$ cat config.mk
export PLATFORM = sky130hd
export DESIGN_NAME = writeback_regfile_flat
export DESIGN_NICKNAME = d
export VERILOG_FILES = /design/src/rtl/writeback_regfile_if.sv /design/src/rtl/writeback_regfile.sv /design/src/flat_wrapper.sv
export SDC_FILE = /design/constraint.sdc
export NUM_CORES = 1
export LEC_CHECK = 0
export ABC_AREA = 1
export BUFFER_PORTS_ARGS = -buffer_cell sky130_fd_sc_hd__buf_4
export CORE_AREA = 2 2 149 151
export CTS_CLUSTER_SIZE = 25
export DETAILED_ROUTE_END_ITERATION = 8
export DIE_AREA = 0 0 151 153
export PLACE_DENSITY = 0.86
export SYNTH_ARGS = -nofsm -noshare
export SYNTH_HDL_FRONTEND = slang
export SYNTH_SLANG_ARGS = --single-unit
export TNS_END_PERCENT = 100
$ cat constraint.sdc
create_clock -name clk -period 1.6 [get_ports clk]
set_clock_uncertainty 0.05 [all_clocks]
set_input_delay 0.32 -clock clk [delete_from_list [all_inputs] [get_ports clk]]
set_output_delay 0.32 -clock clk [all_outputs]
set_load 0.03 [all_outputs]
$ cat src/rtl/writeback_regfile_if.sv
// rtl/writeback_regfile_if.sv - MEM/WB pipeline-register fields consumed by the writeback stage
//
// Purpose: bundles the control and data fields presented by the MEM/WB
// pipeline register so they travel as one port.
//
// Signals:
//   reg_write        write enable for this slot
//   mem_or_reg       1 = commit memory data, 0 = commit ALU result
//   dest_or_private  0 = general-purpose bank, 1 = private bank
//   i_am_bubble      slot carries no instruction
//   reg_dest_address destination register address (4 bits)
//   data_res         ALU result
//   data             memory read data
//
// Modports: master drives the fields (MEM/WB register), slave consumes them.

interface writeback_regfile_if #(
  parameter int DATA_W = 16
);
  logic              reg_write;
  logic              mem_or_reg;
  logic              dest_or_private;
  logic              i_am_bubble;
  logic [3:0]        reg_dest_address;
  logic [DATA_W-1:0] data_res;
  logic [DATA_W-1:0] data;

  modport master (
    output reg_write,
    output mem_or_reg,
    output dest_or_private,
    output i_am_bubble,
    output reg_dest_address,
    output data_res,
    output data
  );

  modport slave (
    input reg_write,
    input mem_or_reg,
    input dest_or_private,
    input i_am_bubble,
    input reg_dest_address,
    input data_res,
    input data
  );
endinterface

$ cat src/rtl/writeback_regfile.sv
// rtl/writeback_regfile.sv - writeback stage, architectural register file and retire counter
//
// Purpose: selects the memory or ALU result of the MEM/WB slot, commits it
// to the general-purpose or private bank on the rising edge, serves the
// decode read ports, publishes a registered record of the last committed
// write for the forwarding unit, and counts retired (non-bubble) slots.
//
// Optional feature: define WB_BYPASS_EN to let the read ports return the
// value being committed in the same cycle when the addresses match.
//
// Ports:
//   clk            clock, all state updates on the rising edge
//   rst            synchronous active-high reset
//   wb             MEM/WB fields (writeback_regfile_if.slave)
//   rd_addr_a/b    decode GPR read addresses
//   rd_data_a/b    decode GPR read data (combinational)
//   priv_rd_addr   private-bank read address
//   priv_rd_data   private-bank read data (combinational)
//   fwd_valid      a write was committed on the last edge
//   fwd_private    bank of that write
//   fwd_addr       full destination address of that write
//   fwd_data       value committed
//   retire_count   non-bubble slots since reset (wraps)

module writeback_regfile #(
  parameter int                   DATA_W   = 16,
  parameter int                   GPR_N    = 8,
  parameter int                   PRIV_N   = 4,
  parameter logic [DATA_W-1:0]    SP_RESET = 16'h07FF
) (
  input  logic                     clk,
  input  logic                     rst,
  writeback_regfile_if.slave       wb,
  input  logic [2:0]               rd_addr_a,
  input  logic [2:0]               rd_addr_b,
  output logic [DATA_W-1:0]        rd_data_a,
  output logic [DATA_W-1:0]        rd_data_b,
  input  logic [1:0]               priv_rd_addr,
  output logic [DATA_W-1:0]        priv_rd_data,
  output logic                     fwd_valid,
  output logic                     fwd_private,
  output logic [3:0]               fwd_addr,
  output logic [DATA_W-1:0]        fwd_data,
  output logic [15:0]              retire_count
);

  // Register arrays
  logic [DATA_W-1:0] gpr_q  [GPR_N];
  logic [DATA_W-1:0] gpr_d  [GPR_N];
  logic [DATA_W-1:0] priv_q [PRIV_N];
  logic [DATA_W-1:0] priv_d [PRIV_N];

  // Forwarding record
  logic              fwd_valid_q,   fwd_valid_d;
  logic              fwd_private_q, fwd_private_d;
  logic [3:0]        fwd_addr_q,    fwd_addr_d;
  logic [DATA_W-1:0] fwd_data_q,    fwd_data_d;

  logic [15:0]       retire_count_q, retire_count_d;

  logic [DATA_W-1:0] wb_sel;
  logic              commit;
  logic              commit_gpr;
  logic              commit_priv;
  logic [2:0]        gpr_waddr;
  logic [1:0]        priv_waddr;

  // Commit qualification. Masking with rst here also masks the bypass,
  // so a write arriving during reset is invisible everywhere.
  always_comb begin
    wb_sel      = wb.mem_or_reg ? wb.data : wb.data_res;
    commit      = wb.reg_write & ~wb.i_am_bubble & ~rst;
    commit_gpr  = commit & ~wb.dest_or_private;
    commit_priv = commit &  wb.dest_or_private;
    // Upper address bits are ignored by the array but kept in fwd_addr.
    gpr_waddr   = wb.reg_dest_address[2:0];
    priv_waddr  = wb.reg_dest_address[1:0];
  end

  // Next-state for the arrays
  always_comb begin
    for (int i = 0; i < GPR_N; i++) begin
      gpr_d[i] = gpr_q[i];
    end
    for (int i = 0; i < PRIV_N; i++) begin
      priv_d[i] = priv_q[i];
    end
    if (commit_gpr) begin
      gpr_d[gpr_waddr] = wb_sel;
    end
    if (commit_priv) begin
      priv_d[priv_waddr] = wb_sel;
    end
  end

  // Next-state for the forwarding record: valid pulses for one cycle per
  // commit, payload holds between commits.
  always_comb begin
    fwd_valid_d   = commit;
    fwd_private_d = fwd_private_q;
    fwd_addr_d    = fwd_addr_q;
    fwd_data_d    = fwd_data_q;
    if (commit) begin
      fwd_private_d = wb.dest_or_private;
      fwd_addr_d    = wb.reg_dest_address;
      fwd_data_d    = wb_sel;
    end
  end

  // Stores and branches retire too, so reg_write is deliberately not used.
  always_comb begin
    retire_count_d = retire_count_q;
    if (!wb.i_am_bubble) begin
      retire_count_d = retire_count_q + 16'd1;
    end
  end

  always_ff @(posedge clk) begin
    if (rst) begin
      for (int i = 0; i < GPR_N; i++) begin
        gpr_q[i] <= '0;
      end
      for (int i = 0; i < PRIV_N; i++) begin
        priv_q[i] <= '0;
      end
      // Private register 0 is the stack pointer.
      priv_q[0]      <= SP_RESET;
      fwd_valid_q    <= 1'b0;
      fwd_private_q  <= 1'b0;
      fwd_addr_q     <= 4'd0;
      fwd_data_q     <= '0;
      retire_count_q <= 16'd0;
    end else begin
      for (int i = 0; i < GPR_N; i++) begin
        gpr_q[i] <= gpr_d[i];
      end
      for (int i = 0; i < PRIV_N; i++) begin
        priv_q[i] <= priv_d[i];
      end
      fwd_valid_q    <= fwd_valid_d;
      fwd_private_q  <= fwd_private_d;
      fwd_addr_q     <= fwd_addr_d;
      fwd_data_q     <= fwd_data_d;
      retire_count_q <= retire_count_d;
    end
  end

  // Read ports
  always_comb begin
    rd_data_a    = gpr_q[rd_addr_a];
    rd_data_b    = gpr_q[rd_addr_b];
    priv_rd_data = priv_q[priv_rd_addr];
`ifdef WB_BYPASS_EN
    if (commit_gpr && (gpr_waddr == rd_addr_a)) begin
      rd_data_a = wb_sel;
    end
    if (commit_gpr && (gpr_waddr == rd_addr_b)) begin
      rd_data_b = wb_sel;
    end
    if (commit_priv && (priv_waddr == priv_rd_addr)) begin
      priv_rd_data = wb_sel;
    end
`endif
  end

  assign fwd_valid    = fwd_valid_q;
  assign fwd_private  = fwd_private_q;
  assign fwd_addr     = fwd_addr_q;
  assign fwd_data     = fwd_data_q;
  assign retire_count = retire_count_q;

endmodule

$ cat src/flat_wrapper.sv
// flat-port wrapper written by rule: the top's interface ports become plain ports
module writeback_regfile_flat 
#(
  parameter int                   DATA_W   = 16,
  parameter int                   GPR_N    = 8,
  parameter int                   PRIV_N   = 4,
  parameter logic [DATA_W-1:0]    SP_RESET = 16'h07FF
)
  (clk, rst, rd_addr_a, rd_addr_b, rd_data_a, rd_data_b, priv_rd_addr, priv_rd_data, fwd_valid, fwd_private, fwd_addr, fwd_data, retire_count, wb_reg_write, wb_mem_or_reg, wb_dest_or_private, wb_i_am_bubble, wb_reg_dest_address, wb_data_res, wb_data);
  writeback_regfile_if #(.DATA_W(DATA_W)) wb_i ();
  input  logic clk;
  input  logic rst;
  input  logic [2:0] rd_addr_a;
  input  logic [2:0] rd_addr_b;
  output logic [DATA_W-1:0] rd_data_a;
  output logic [DATA_W-1:0] rd_data_b;
  input  logic [1:0] priv_rd_addr;
  output logic [DATA_W-1:0] priv_rd_data;
  output logic fwd_valid;
  output logic fwd_private;
  output logic [3:0] fwd_addr;
  output logic [DATA_W-1:0] fwd_data;
  output logic [15:0] retire_count;
  input wire logic [$bits(wb_i.reg_write)-1:0] wb_reg_write;
  input wire logic [$bits(wb_i.mem_or_reg)-1:0] wb_mem_or_reg;
  input wire logic [$bits(wb_i.dest_or_private)-1:0] wb_dest_or_private;
  input wire logic [$bits(wb_i.i_am_bubble)-1:0] wb_i_am_bubble;
  input wire logic [$bits(wb_i.reg_dest_address)-1:0] wb_reg_dest_address;
  input wire logic [$bits(wb_i.data_res)-1:0] wb_data_res;
  input wire logic [$bits(wb_i.data)-1:0] wb_data;
  assign wb_i.reg_write = wb_reg_write;
  assign wb_i.mem_or_reg = wb_mem_or_reg;
  assign wb_i.dest_or_private = wb_dest_or_private;
  assign wb_i.i_am_bubble = wb_i_am_bubble;
  assign wb_i.reg_dest_address = wb_reg_dest_address;
  assign wb_i.data_res = wb_data_res;
  assign wb_i.data = wb_data;
  writeback_regfile #(.DATA_W(DATA_W), .GPR_N(GPR_N), .PRIV_N(PRIV_N), .SP_RESET(SP_RESET)) u_core (.clk(clk), .rst(rst), .wb(wb_i), .rd_addr_a(rd_addr_a), .rd_addr_b(rd_addr_b), .rd_data_a(rd_data_a), .rd_data_b(rd_data_b), .priv_rd_addr(priv_rd_addr), .priv_rd_data(priv_rd_data), .fwd_valid(fwd_valid), .fwd_private(fwd_private), .fwd_addr(fwd_addr), .fwd_data(fwd_data), .retire_count(retire_count));
endmodule
==> Yosys cells after proc, flatten, opt, wreduce, memory -nomap -nowiden <==
Memories as Yosys holds them, arrays and structs flattened.
Index checks and enable logic that the tools add are counted.
{ "word_totals": {"register_bits": 38, "latchBits": 0, "mem_bits_rw": 192, "mem_bits_ro": 0, "in_bits": 50, "out_inout_bits": 86, "memories": 2} }
{ "mem_list": {"columns": ["memory", "depth", "word_bits", "read_ports", "rd_ports_with_merged_regs", "write_ports", "line", "text"], "rows": [
  ["u_core.gpr_q", 8, 16, 10, 0, 8, "writeback_regfile.sv:48", "logic [DATA_W-1:0] gpr_q [GPR_N];"],
  ["u_core.priv_q", 4, 16, 5, 0, 4, "writeback_regfile.sv:50", "logic [DATA_W-1:0] priv_q [PRIV_N];"]
]} }
{ "classes": {"add_sub_neg": 1, "n_mul": 0, "div_mod_pow": 0, "n_lt_le_gt_ge": 4, "n_eq_ne": 0, "n_shift": 0, "n_mux": 25, "n_bitwise": 22, "n_reduce_logical": 2} }
{ "op_table": {"columns": ["operator", "n"], "rows": [
  ["16-bit 2-to-1 mux", 16],
  ["128-bit bitwise mux", 1],
  ["128-bit 2-to-1 mux", 1],
  ["64-bit bitwise mux", 1],
  ["64-bit 2-to-1 mux", 1],
  ["16-bit demux with 3-bit select", 1],
  ["16-bit demux with 2-bit select", 1],
  ["16-bit by 1-bit adder with 16-bit output (second input constant)", 1],
  ["1-bit OR", 13],
  ["1-bit bitwise AND", 4],
  ["4-bit greater-or-equal comparator (second input constant)", 1],
  ["4-bit by 1-bit less-than comparator with 1-bit output (second input constant)", 1],
  ["3-bit NOT with 4-bit output", 1],
  ["3-bit greater-or-equal comparator (second input constant)", 1],
  ["3-bit by 1-bit less-than comparator with 1-bit output (second input constant)", 1],
  ["1-bit 2-to-1 mux", 3],
  ["1-bit NOT", 3],
  ["2-bit NOT with 3-bit output", 1],
  ["1-bit logical AND", 2]
]} }

==> Longest topological paths before layout <==
{ "logic_depth": {"word_depth": 8, "depth_mapped": 9, "ltp_nobuf": 9} }

==> Least setup slack after synthesis <==
No wires, ideal clock.
{ "synth_path": {"kind": "input port to output port", "from": "input rd_addr_a[1]", "to": "output rd_data_a[0]", "arrival_time_ns": 1.362, "required_ns": 1.230, "setup_slack_ns": -0.132, "cell_stages": 5, "n_path_buf": 2, "path_cell_list": "clkbuf_1 > buf_1 > o211ai_1 > nand3_1 > and2_1"} }
{ "synth_via": {"elab_chain_cells": 1} }
{ "synth_rtl": {"columns": ["element", "line", "text"], "rows": [
  ["start: declaration", "flat_wrapper.sv:13", "input logic [2:0] rd_addr_a;"],
  ["memory read 8 x 16 bit", null, null],
  ["end: declaration", "flat_wrapper.sv:15", "output logic [DATA_W-1:0] rd_data_a;"]
]} }
Every way passes these cells.

==> run_results.csv <==
group,metric,value,unit
sta,fmax,0.532,GHz
setup_path,critPathRequiredTime,1230,ps
drt,drtPass1Iterations,7,
hold_path,hold_path.class,"input pin to register",
sta,setup_viol,46,
drt,drt_iter0_drc,1276,
sta,min_period,1880,ps
die,initial_core_util,0.520,
die,ioPinCount,136,
setup_path,cp_num_buf_inv,2,
power_and_ir_drop,power.leakage,6.01,nW
die,die_x,151,um
synth,synth_common_cells,"430 x nor2_1, 304 x o21ai_0, 230 x dfxtp_1, 163 x nand2_1, 110 x inv_1",
placement,place_area,0.0134,mm^2
synth,synth_top_area_cell,"dfxtp_1",
placement,place_inst,2087,
drt,viasPerCell,5.85,
synth,syn_area_per_cell,6.62,um^2
cells_and_area,num-fill-cells,1577,
sta,finalHoldViolations,0,
cells_and_area,multi_input_area,0.00608,mm^2
clock_network,cts_tree,"yes",
synth,synth_edf_count,0,
setup_path,critPathLaunchType,"register",
sta,fin_ws,-280,ps
hold_path,hp-start,"wb_reg_dest_address[2]",
power_and_ir_drop,total_power,13.6,mW
die,die_h,153,um
run_status,status,"finished, violations left",
sta,fin_hold_ws,90.0,ps
synth,synthArstFlopShare,0,
setup_path,cpMaxStageDelayCell,"dfxtp_2",
drt,drtAntennaViolNets,0,
synth,synth-main-ff-cell,"dfxtp_1",
run_status,violations,"setup timing",
synth,syn_area,0.0112,mm^2
clock_network,cts.path.max_buffers,3,
drt,via_count,12500,
placement,dp_hpwl,25.1,mm
setup_path,crit_arrival,1510,ps
synth,synth_seq_cells,230,
cells_and_area,n_antenna_cell,0,
global_routing,grt_start_max_net_pins,167,
sta,max_slew_margin,0.615,
placement,place.gp.congestion,0.960,
setup_path,worstSetupEndpointType,"output pin",
synth,ys_types,28,
global_routing,grt_pass1_wl,58.8,mm
sta,drv_slew,0,
cells_and_area,regArea,0.00474,mm^2
setup_path,worstPathCellList,"inv_2 > nand2_2 > o211ai_1 > nand3_1 > and2_4 > buf_6",
die,coreArea,0.0215,mm^2
setup_path,crit_family,"simple AND/OR/NAND/NOR gates",
sta,tightest_slew,577,ps
cells_and_area,drive_gt1_frac,0.338,
clock_network,cts_made_buffers,24,
synth,yosysSeqAreaShare,0.412,
sta,rsz0062_at_grt,"yes",
setup_path,worst-path-max-fanout,2,
synth,syn-num-nets,1739,
power_and_ir_drop,ir_drop,0.784,mV
clock_network,root_buffer,"clkbuf_16",
clock_network,clkTransAtPathRegs,60,ps
cells_and_area,instances_no_fill,2140,
placement,place_ws,-155,ps
setup_path,criticalPathCategory,"register to output pin",
global_routing,grt_pass1_vias,11600,
setup_path,crit_path_start,"u_core.gpr_q[7][5]",
synth,synth.most_common_cell,"nor2_1",
power_and_ir_drop,p_per_area,906,mW/mm^2
drt,wire_per_inst,17.9,um
synth,yosysWarnings,0,
sta,final.setup.tns,-7600,ps
cells_and_area,fin_util,0.696,
placement,port_buffers,135,
setup_path,reg2reg_from,"u_core.retire_count[0]",
die,std_cell_rows,54,
global_routing,grt_overflow,0,
cells_and_area,area_delta_synth_final,34.0,%
setup_path,cpPeakStageDelay,330,ps
clock_network,htreeDepth,1,
cells_and_area,fin_nets,1897,
clock_network,cts.sinks,230,
die,die-area,0.0231,mm^2
global_routing,antenna_found_initial,0,
global_routing,grt_usage,0.314,
synth,synth_area_leaders,"dfxtp_1 41%, nor2_1 14%, o21ai_0 14%",
synth,synthCells,1688,
synth,yosysTopAreaCellShare,0.412,
sta,post-route-period-util,1.17,
drt,finalWirelength,38.3,mm
cells_and_area,fin_area,0.0150,mm^2
run,maxCapViolCount,0,
clock_network,worstSkewPairLatency,500,ps
drt,drcViolationCount,0,
## final cells by class
| type | instances | share of cell area |
|---|---|---|
| timing repair buffer | 260 | 0.171 |
| multi-input combinational | 1208 | 0.407 |
| clock buffer | 35 | 0.0477 |
| inverter | 122 | 0.0308 |
| clock inverter | 5 | 0.00351 |
| sequential | 230 | 0.317 |
| tap | 280 | 0.0234 |
## registers in the layout, indices dropped and copies added (netlist names)
name / count
u_core.gpr_q: 128
u_core.priv_q: 64
u_core.fwd_data: 16
u_core.retire_count: 16
u_core.fwd_addr: 4
u_core.fwd_private: 1
u_core.fwd_valid: 1
## kinds of logic after synthesis
family	after synthesis	synth area share
AO/OA/AOI/OAI	492	0.237
XOR/XNOR	2	0.00157
adder cells (fa/ha/maj)	1	0.00112
buffers and inverters	250	0.0881
flip-flops	230	0.412
AND/OR/NAND/NOR	713	0.260
## path summary, 6_finish.rpt
kind / end / slack (ps) / cells after the start
worst max-delay path: rd_data_b[5] / -280 / 6
worst max register to register: u_core.retire_count[6] / 120 / 6
worst min-delay path: u_core.fwd_addr[2] / 90 / 3
worst min register to register: u_core.fwd_data[8] / 420 / 2
## cells in the final DEF, fill, tap and decap left out
master and n:
nand2_1 154, a211oi_1 1, o21bai_1 1, buf_6 47, o21ai_1 69, clkbuf_1 5, o21a_1 1, nor3_1 1
nor2_2 19, and2_4 32, o22ai_2 16, o211ai_1 64, buf_4 177, nor2_1 412, clkbuf_8 5, o21ai_0 219
o21ai_2 27, dlygate4sd3_1 1, dfxtp_2 111, buf_12 33, a21oi_1 53, bufinv_16 1, xor2_1 2, ha_1 1
nand2_2 12, inv_1 48, clkinvlp_4 1, inv_4 1, inv_2 73, buf_8 2, clkinv_2 3, nor2_4 2
nand3b_1 1, nand3_1 79, dfxtp_1 119, nand3_4 1, clkbuf_16 25, a21oi_2 41
## metal layers
metal  track usage  wire length, um
met5             0                0
met4         0.148             1950
met3        0.0776             4080
met2         0.512            17800
met1         0.387            14600
## what timing repair did
action / in CTS / in global routing
endpoints found under the hold margin: 1 / 0
setup endpoints to repair: 48 / 49
setup buffers: 7 / 5
resized for setup: 347 / 89
gates cloned: 0 / 0
hold buffers: 1 / 0
pin swaps: 86 / 76
## worst register-to-register path: cells and delay by family (launching register included)
family,cells,cell delay (ps)
flops,1,380
fa+ha+maj,1,210
buf+inv,1,120
simple gates,2,280
compound gates,2,310
## power breakdown
part           switching (mW)  total, mW  internal [mW]
Clock                    2.20       5.43           3.23
Sequential             0.0536       5.86           5.80
Combinational            1.35       2.27          0.926
Total                    3.60       13.6           9.96
Power figures use the tool's default switching activity.
